===== src/rtl/i2c_pkg.sv =====
// Shared types and widths for the I2C slave receiver.
// Holds the receiver FSM state enum and bus field widths.
package i2c_pkg;

    localparam int I2C_ADDR_W    = 7;
    localparam int I2C_BYTE_W    = 8;
    localparam int I2C_BIT_CNT_W = 4;

    typedef enum logic [2:0] {
        IDLE,
        ADDR,
        ADDR_ACK,
        DATA,
        DATA_ACK,
        WAIT_STOP
    } state_t;

endpackage


===== src/rtl/i2c_line_filter.sv =====
// Synchroniser plus stability filter for one I2C bus line.
// Ports: fpga_clock, reset (async, high), line_in (raw), line_f (filtered).
module i2c_line_filter #(
    parameter int SYNC_STAGES = 2,
    parameter int FILTER_LEN  = 3
) (
    input  logic fpga_clock,
    input  logic reset,
    input  logic line_in,
    output logic line_f
);

    localparam int CNT_W = $clog2(FILTER_LEN + 1);

    logic [SYNC_STAGES-1:0] sync;
    logic [CNT_W-1:0]       stable_cnt;
    logic                   synced;

    assign synced = sync[SYNC_STAGES-1];

    // The counter tracks how many consecutive synced samples have
    // disagreed with the filtered value; the filter flips on the
    // FILTER_LEN-th such sample, so shorter glitches are swallowed.
    always_ff @(posedge fpga_clock or posedge reset) begin
        if (reset) begin
            sync       <= '1;
            stable_cnt <= '0;
            line_f     <= 1'b1;
        end else begin
            sync <= {sync[SYNC_STAGES-2:0], line_in};
            if (synced == line_f) begin
                stable_cnt <= '0;
            end else if (stable_cnt == CNT_W'(FILTER_LEN - 1)) begin
                line_f     <= synced;
                stable_cnt <= '0;
            end else begin
                stable_cnt <= stable_cnt + 1'b1;
            end
        end
    end

endmodule


===== src/rtl/slave_bus_receiver.sv =====
// I2C slave write receiver: START/STOP detect, address match, byte RX, ACK.
// Ports: fpga_clock, reset, scl_in, sda_in -> sda_pull_en, rx_data, rx_valid,
//        addr_match, start_det, stop_det, busy.
module slave_bus_receiver
    import i2c_pkg::*;
#(
    parameter logic [I2C_ADDR_W-1:0] SLAVE_ADDR  = 7'h50,
    parameter int                    SYNC_STAGES = 2,
    parameter int                    FILTER_LEN  = 3
) (
    input  logic                  fpga_clock,
    input  logic                  reset,
    input  logic                  scl_in,
    input  logic                  sda_in,
    output logic                  sda_pull_en,
    output logic [I2C_BYTE_W-1:0] rx_data,
    output logic                  rx_valid,
    output logic                  addr_match,
    output logic                  start_det,
    output logic                  stop_det,
    output logic                  busy
);

    localparam logic [I2C_BIT_CNT_W-1:0] FULL = I2C_BIT_CNT_W'(I2C_BYTE_W);

    state_t                   state;
    logic [I2C_BIT_CNT_W-1:0] bit_cnt;
    logic [I2C_BYTE_W-1:0]    shift;
    logic                     scl_f, sda_f;
    logic                     scl_q, sda_q;
    logic                     scl_rise, scl_fall;
    logic                     start_cond, stop_cond;
    logic                     shifting;

    i2c_line_filter #(
        .SYNC_STAGES(SYNC_STAGES),
        .FILTER_LEN (FILTER_LEN)
    ) u_scl_filter (
        .fpga_clock(fpga_clock),
        .reset     (reset),
        .line_in   (scl_in),
        .line_f    (scl_f)
    );

    i2c_line_filter #(
        .SYNC_STAGES(SYNC_STAGES),
        .FILTER_LEN (FILTER_LEN)
    ) u_sda_filter (
        .fpga_clock(fpga_clock),
        .reset     (reset),
        .line_in   (sda_in),
        .line_f    (sda_f)
    );

    assign scl_rise = scl_f & ~scl_q;
    assign scl_fall = ~scl_f & scl_q;

    // Requiring SCL high in both this and the previous cycle makes an
    // SDA change coincident with an SCL edge count as data.
    assign start_cond = scl_f & scl_q & sda_q & ~sda_f;
    assign stop_cond  = scl_f & scl_q & ~sda_q & sda_f;

    assign shifting = (state == ADDR || state == DATA)
                    && scl_rise && bit_cnt != FULL;

    assign busy = (state != IDLE);

    always_ff @(posedge fpga_clock or posedge reset) begin
        if (reset) begin
            state       <= IDLE;
            bit_cnt     <= '0;
            shift       <= '0;
            scl_q       <= 1'b1;
            sda_q       <= 1'b1;
            sda_pull_en <= 1'b0;
            rx_data     <= '0;
            rx_valid    <= 1'b0;
            addr_match  <= 1'b0;
            start_det   <= 1'b0;
            stop_det    <= 1'b0;
        end else begin
            scl_q     <= scl_f;
            sda_q     <= sda_f;
            rx_valid  <= 1'b0;
            start_det <= 1'b0;
            stop_det  <= 1'b0;

            if (shifting) begin
                shift   <= {shift[I2C_BYTE_W-2:0], sda_f};
                bit_cnt <= bit_cnt + 1'b1;
            end

            if (start_cond) begin
                state       <= ADDR;
                bit_cnt     <= '0;
                addr_match  <= 1'b0;
                sda_pull_en <= 1'b0;
                start_det   <= 1'b1;
            end else if (stop_cond) begin
                state       <= IDLE;
                addr_match  <= 1'b0;
                sda_pull_en <= 1'b0;
                stop_det    <= 1'b1;
            end else begin
                case (state)
                    ADDR: begin
                        if (scl_fall && bit_cnt == FULL) begin
                            // Reads are never served, so R/W=1 is NACKed.
                            if (shift[I2C_BYTE_W-1:1] == SLAVE_ADDR
                                && !shift[0]) begin
                                sda_pull_en <= 1'b1;
                                addr_match  <= 1'b1;
                                state       <= ADDR_ACK;
                            end else begin
                                state <= WAIT_STOP;
                            end
                        end
                    end
                    ADDR_ACK, DATA_ACK: begin
                        if (scl_fall) begin
                            sda_pull_en <= 1'b0;
                            bit_cnt     <= '0;
                            state       <= DATA;
                        end
                    end
                    DATA: begin
                        if (scl_fall && bit_cnt == FULL) begin
                            rx_data     <= shift;
                            rx_valid    <= 1'b1;
                            sda_pull_en <= 1'b1;
                            state       <= DATA_ACK;
                        end
                    end
                    default: ;
                endcase
            end
        end
    end

endmodule


===== config.mk =====
export PLATFORM = sky130hd
export DESIGN_NAME = slave_bus_receiver
export DESIGN_NICKNAME = d
export VERILOG_FILES = /design/src/rtl/i2c_pkg.sv /design/src/rtl/i2c_line_filter.sv /design/src/rtl/slave_bus_receiver.sv
export SDC_FILE = /design/constraint.sdc
export NUM_CORES = 1
export LEC_CHECK = 0
export BUFFER_PORTS_ARGS = -buffer_cell sky130_fd_sc_hd__buf_2
export CAP_MARGIN = 20
export CORE_MARGIN = 2
export CORE_UTILIZATION = 55
export DETAILED_ROUTE_END_ITERATION = 10
export PLACE_DENSITY = 0.84
export SLEW_MARGIN = 20
export SYNTH_ARGS = -nofsm -noshare
export SYNTH_HDL_FRONTEND = slang
export SYNTH_SLANG_ARGS = --single-unit

===== constraint.sdc =====
create_clock -name fpga_clock -period 5.2 [get_ports fpga_clock]
set_input_delay 1.04 -clock fpga_clock [delete_from_list [all_inputs] [get_ports fpga_clock]]
set_output_delay 1.04 -clock fpga_clock [all_outputs]
set_load 0.05 [all_outputs]

==> results.sh <==
export IMPL_fin_crit_ns=2.47
export IMPL_finalSetupTns_ns=0
export IMPL_areaGrowthSynthToFinish_pct=10.9
export IMPL_synth_yosys_seq_area_share_pct=60.6
export IMPL_die_w_um=59.1
export IMPL_cts_root_buffer_cell="clkbuf_4"
export IMPL_clk_latency_ns=0.34
export IMPL_worst_slew_pin_slew_ns=0.480
export IMPL_synthesis_nets=132
export IMPL_diodes=0
export IMPL_ios=18
export IMPL_overflow=0
export IMPL_cts_sinks=40
export IMPL_post_cts_buffers=0
export IMPL_yosys_warnings=0
export IMPL_final_area_mm2=0.00185
export IMPL_finalWorstSetupSlack_ns=2.73
export IMPL_critPathMaxFanout=7
export IMPL_finalHoldViolCount=0
export IMPL_avgSynthCellArea_um2=13.2
export IMPL_cts_tree="yes"
export IMPL_synthTopCellsByCount="dfrtp_1 (32), mux2_2 (18), dfstp_2 (8), nor2_1 (8), inv_1 (7)"
export IMPL_vias=1019
export IMPL_die_area_mm2=0.00349
export IMPL_fin_worst_skew_ns=0.00835
export IMPL_cts_buffers=5
export IMPL_cts_hold_buf=0
export IMPL_reg2reg_from="state[2]"
export IMPL_wl_per_cell_um=13.8
export IMPL_synth_seq_cells=40
export IMPL_pre_cts_ws_ns=3.12
export IMPL_ctsResizeCount=0
export IMPL_grt_pass1_wl_um=4450
export IMPL_worst_hold_path_type="reg2reg"
export IMPL_syn_inst=126
export IMPL_comb_power_share_pct=33.1
export IMPL_fin_crit_sh_pct=47.5
export IMPL_whs_ns=0.362
export IMPL_drtIter0Drc=42
export IMPL_clock_fmax_ghz=0.405
export IMPL_first_pass_iters=4
export IMPL_end_kind="output port"
export IMPL_crit_type="reg2out"
export IMPL_synth_largest_area_cell="dfrtp_1"
export IMPL_reg2reg_depth=4
export IMPL_ctsLongestPathBuffers=2
export IMPL_swShare_pct=35.6
export IMPL_antenna_found_initial=0
export IMPL_crit_arrival_ns=1.43
export IMPL_slew_viol_final=0
export IMPL_wirelength_um=2520
export IMPL_p_per_area_mw_per_mm2=520
export IMPL_clkPwrFrac_pct=16.3
export IMPL_io_buffers=17
export IMPL_fin_util_pct=65.5
export IMPL_initial_utilization_pct=59.0
export IMPL_reg2reg_to="rx_data[2]"
export IMPL_synth_top_flop_cell="dfrtp_1"
export IMPL_die_h_um=59.1
export IMPL_worstPathRequired_ns=4.16
export IMPL_place_area_mm2=0.00179
export IMPL_p_int_mw=0.621
export IMPL_clk_pin_slew_ns=0.10
export IMPL_reg2reg_slack_ns=3.28
export IMPL_async_flop_share_pct=100
export IMPL_max_slew_margin_pct=67.6
export IMPL_rows=19
export IMPL_status="completed"
export IMPL_synth_cell_types=33
export IMPL_grt_max_degree=41
export IMPL_min_to="u_sda_filter.sync[1]"
export IMPL_grt_pass1_vias=1005
export IMPL_synth_top_cell_area_share_pct=48.0
export IMPL_switchingPower_mw=0.343
export IMPL_seqPwrFrac_pct=50.6
export IMPL_rsz0062_at_grt="no"
export IMPL_drtAntennaViolNets=0
export IMPL_netlist_top_cells_area="dfrtp_1 (48%), dfstp_2 (13%), mux2_2 (12%)"
export IMPL_syn_cell_area_mm2=0.00167
export IMPL_p_leak_nw=0.919
export IMPL_track_usage_pct=17.3
export IMPL_worstHoldStart="u_sda_filter.sync[0]"
export IMPL_setup_viol=0
export IMPL_routed_via_density=5.60
export IMPL_dp_hpwl_um=1820
export IMPL_coreArea_mm2=0.00283
export IMPL_cp_start_kind="register"
export IMPL_min_delay_path_depth=0
export IMPL_gp_routability_congestion=0.821
export IMPL_cts_htree_levels=2
export IMPL_drv_cap=0
export IMPL_nNetsFinal=156
export IMPL_synth_edf_count=0
export IMPL_layout_drive_gt1_share_pct=37.1
export IMPL_drcViolationCount=0
export IMPL_ir_worst_vdd_mv=0.255
export IMPL_synth_most_common_cell="dfrtp_1"
state kept, by name, summed over array words and instances, names as in the netlist, 2 cells and up:
register and cells:
rx_data 8, shift 8, bit_cnt 4, state 3, u_scl_filter.stable_cnt 2, u_scl_filter.sync 2, u_sda_filter.stable_cnt 2, u_sda_filter.sync 2
power groups by stage:
stage,Clock [mW],Combinational (mW),Sequential [mW]
final,0.157,0.319,0.488
after global routing,0.176,0.355,0.505
after CTS,0.163,0.321,0.488
after detailed placement,0,0.320,0.495
after global placement,0,0.306,0.487
after floorplan,0,0.253,0.496
cells by family after synthesis:
kind of cell / synth area share [%]
DFF: 60.6
and+or+nand+nor: 13.2
muxes: 13.3
AOI/OAI and AO/OA: 6.22
buffers and inverters: 2.02
xor gates and xnor gates: 3.15
adders and majority gates: 1.50
metal layers:
layer  GRT usage (%)  up-vias  wire [um]
met5               0        -          0
li1                -      489          -
met3            5.46        9        110
met4            7.14        0         61
met1            23.0      498       1190
met2            26.3       23       1160
worst max path at each step:
stage	slack [ns]	end	cells past startpoint	startpoint
after global placement	3.15	busy	2	state[1]
after detailed placement	3.12	busy	2	state[1]
final	2.73	busy	2	state[1]
after CTS	2.73	busy	2	state[1]
after global routing	2.66	busy	2	state[1]
after floorplan	3.15	busy	1	state[1]
cell type report:
| type | instances | area, um2 |
|---|---|---|
| flip-flops and latches | 40 | 1010 |
| fillers | 227 | 977 |
| multi-input cells | 78 | 624 |
| repair buffers | 18 | 92.6 |
| clock buffers | 8 | 58.8 |
| well taps | 31 | 38.8 |
| inverters | 7 | 26.3 |
through the flow:
stage / cells / power (mW)
floorplan: 126 / 0.748
global placement: 174 / 0.793
detailed placement: 174 / 0.815
CTS: 182 / 0.972
global route: 182 / 1.04
finish: 182 / 0.964
cells in the final DEF, fill, tap and decap left out, drive strengths merged:
| master | n |
|---|---|
| a21o | 1 |
| a21oi | 4 |
| a221oi | 1 |
| a22o | 2 |
| a31o | 1 |
| a31oi | 1 |
| a41oi | 1 |
| and2 | 4 |
| buf | 18 |
| clkbuf | 8 |
| dfrtp | 32 |
| dfstp | 8 |
| ha | 2 |
| inv | 7 |
| mux2 | 18 |
| mux2i | 2 |
| nand2 | 3 |
| nand2b | 4 |
| nand3 | 1 |
| nand3b | 1 |
| nand4 | 2 |
| nor2 | 8 |
| nor2b | 4 |
| nor3 | 3 |
| nor3b | 2 |
| nor4b | 2 |
| o211ai | 2 |
| o21ai | 1 |
| or2 | 1 |
| or3 | 1 |
| xnor2 | 4 |
| xor2 | 2 |
worst max-delay path, cell delays in order (launching register included):
cell and delay (ns):
dfrtp_1 0.48, or3_1 0.39, buf_2 0.22
(Power assumes the default switching activity.)
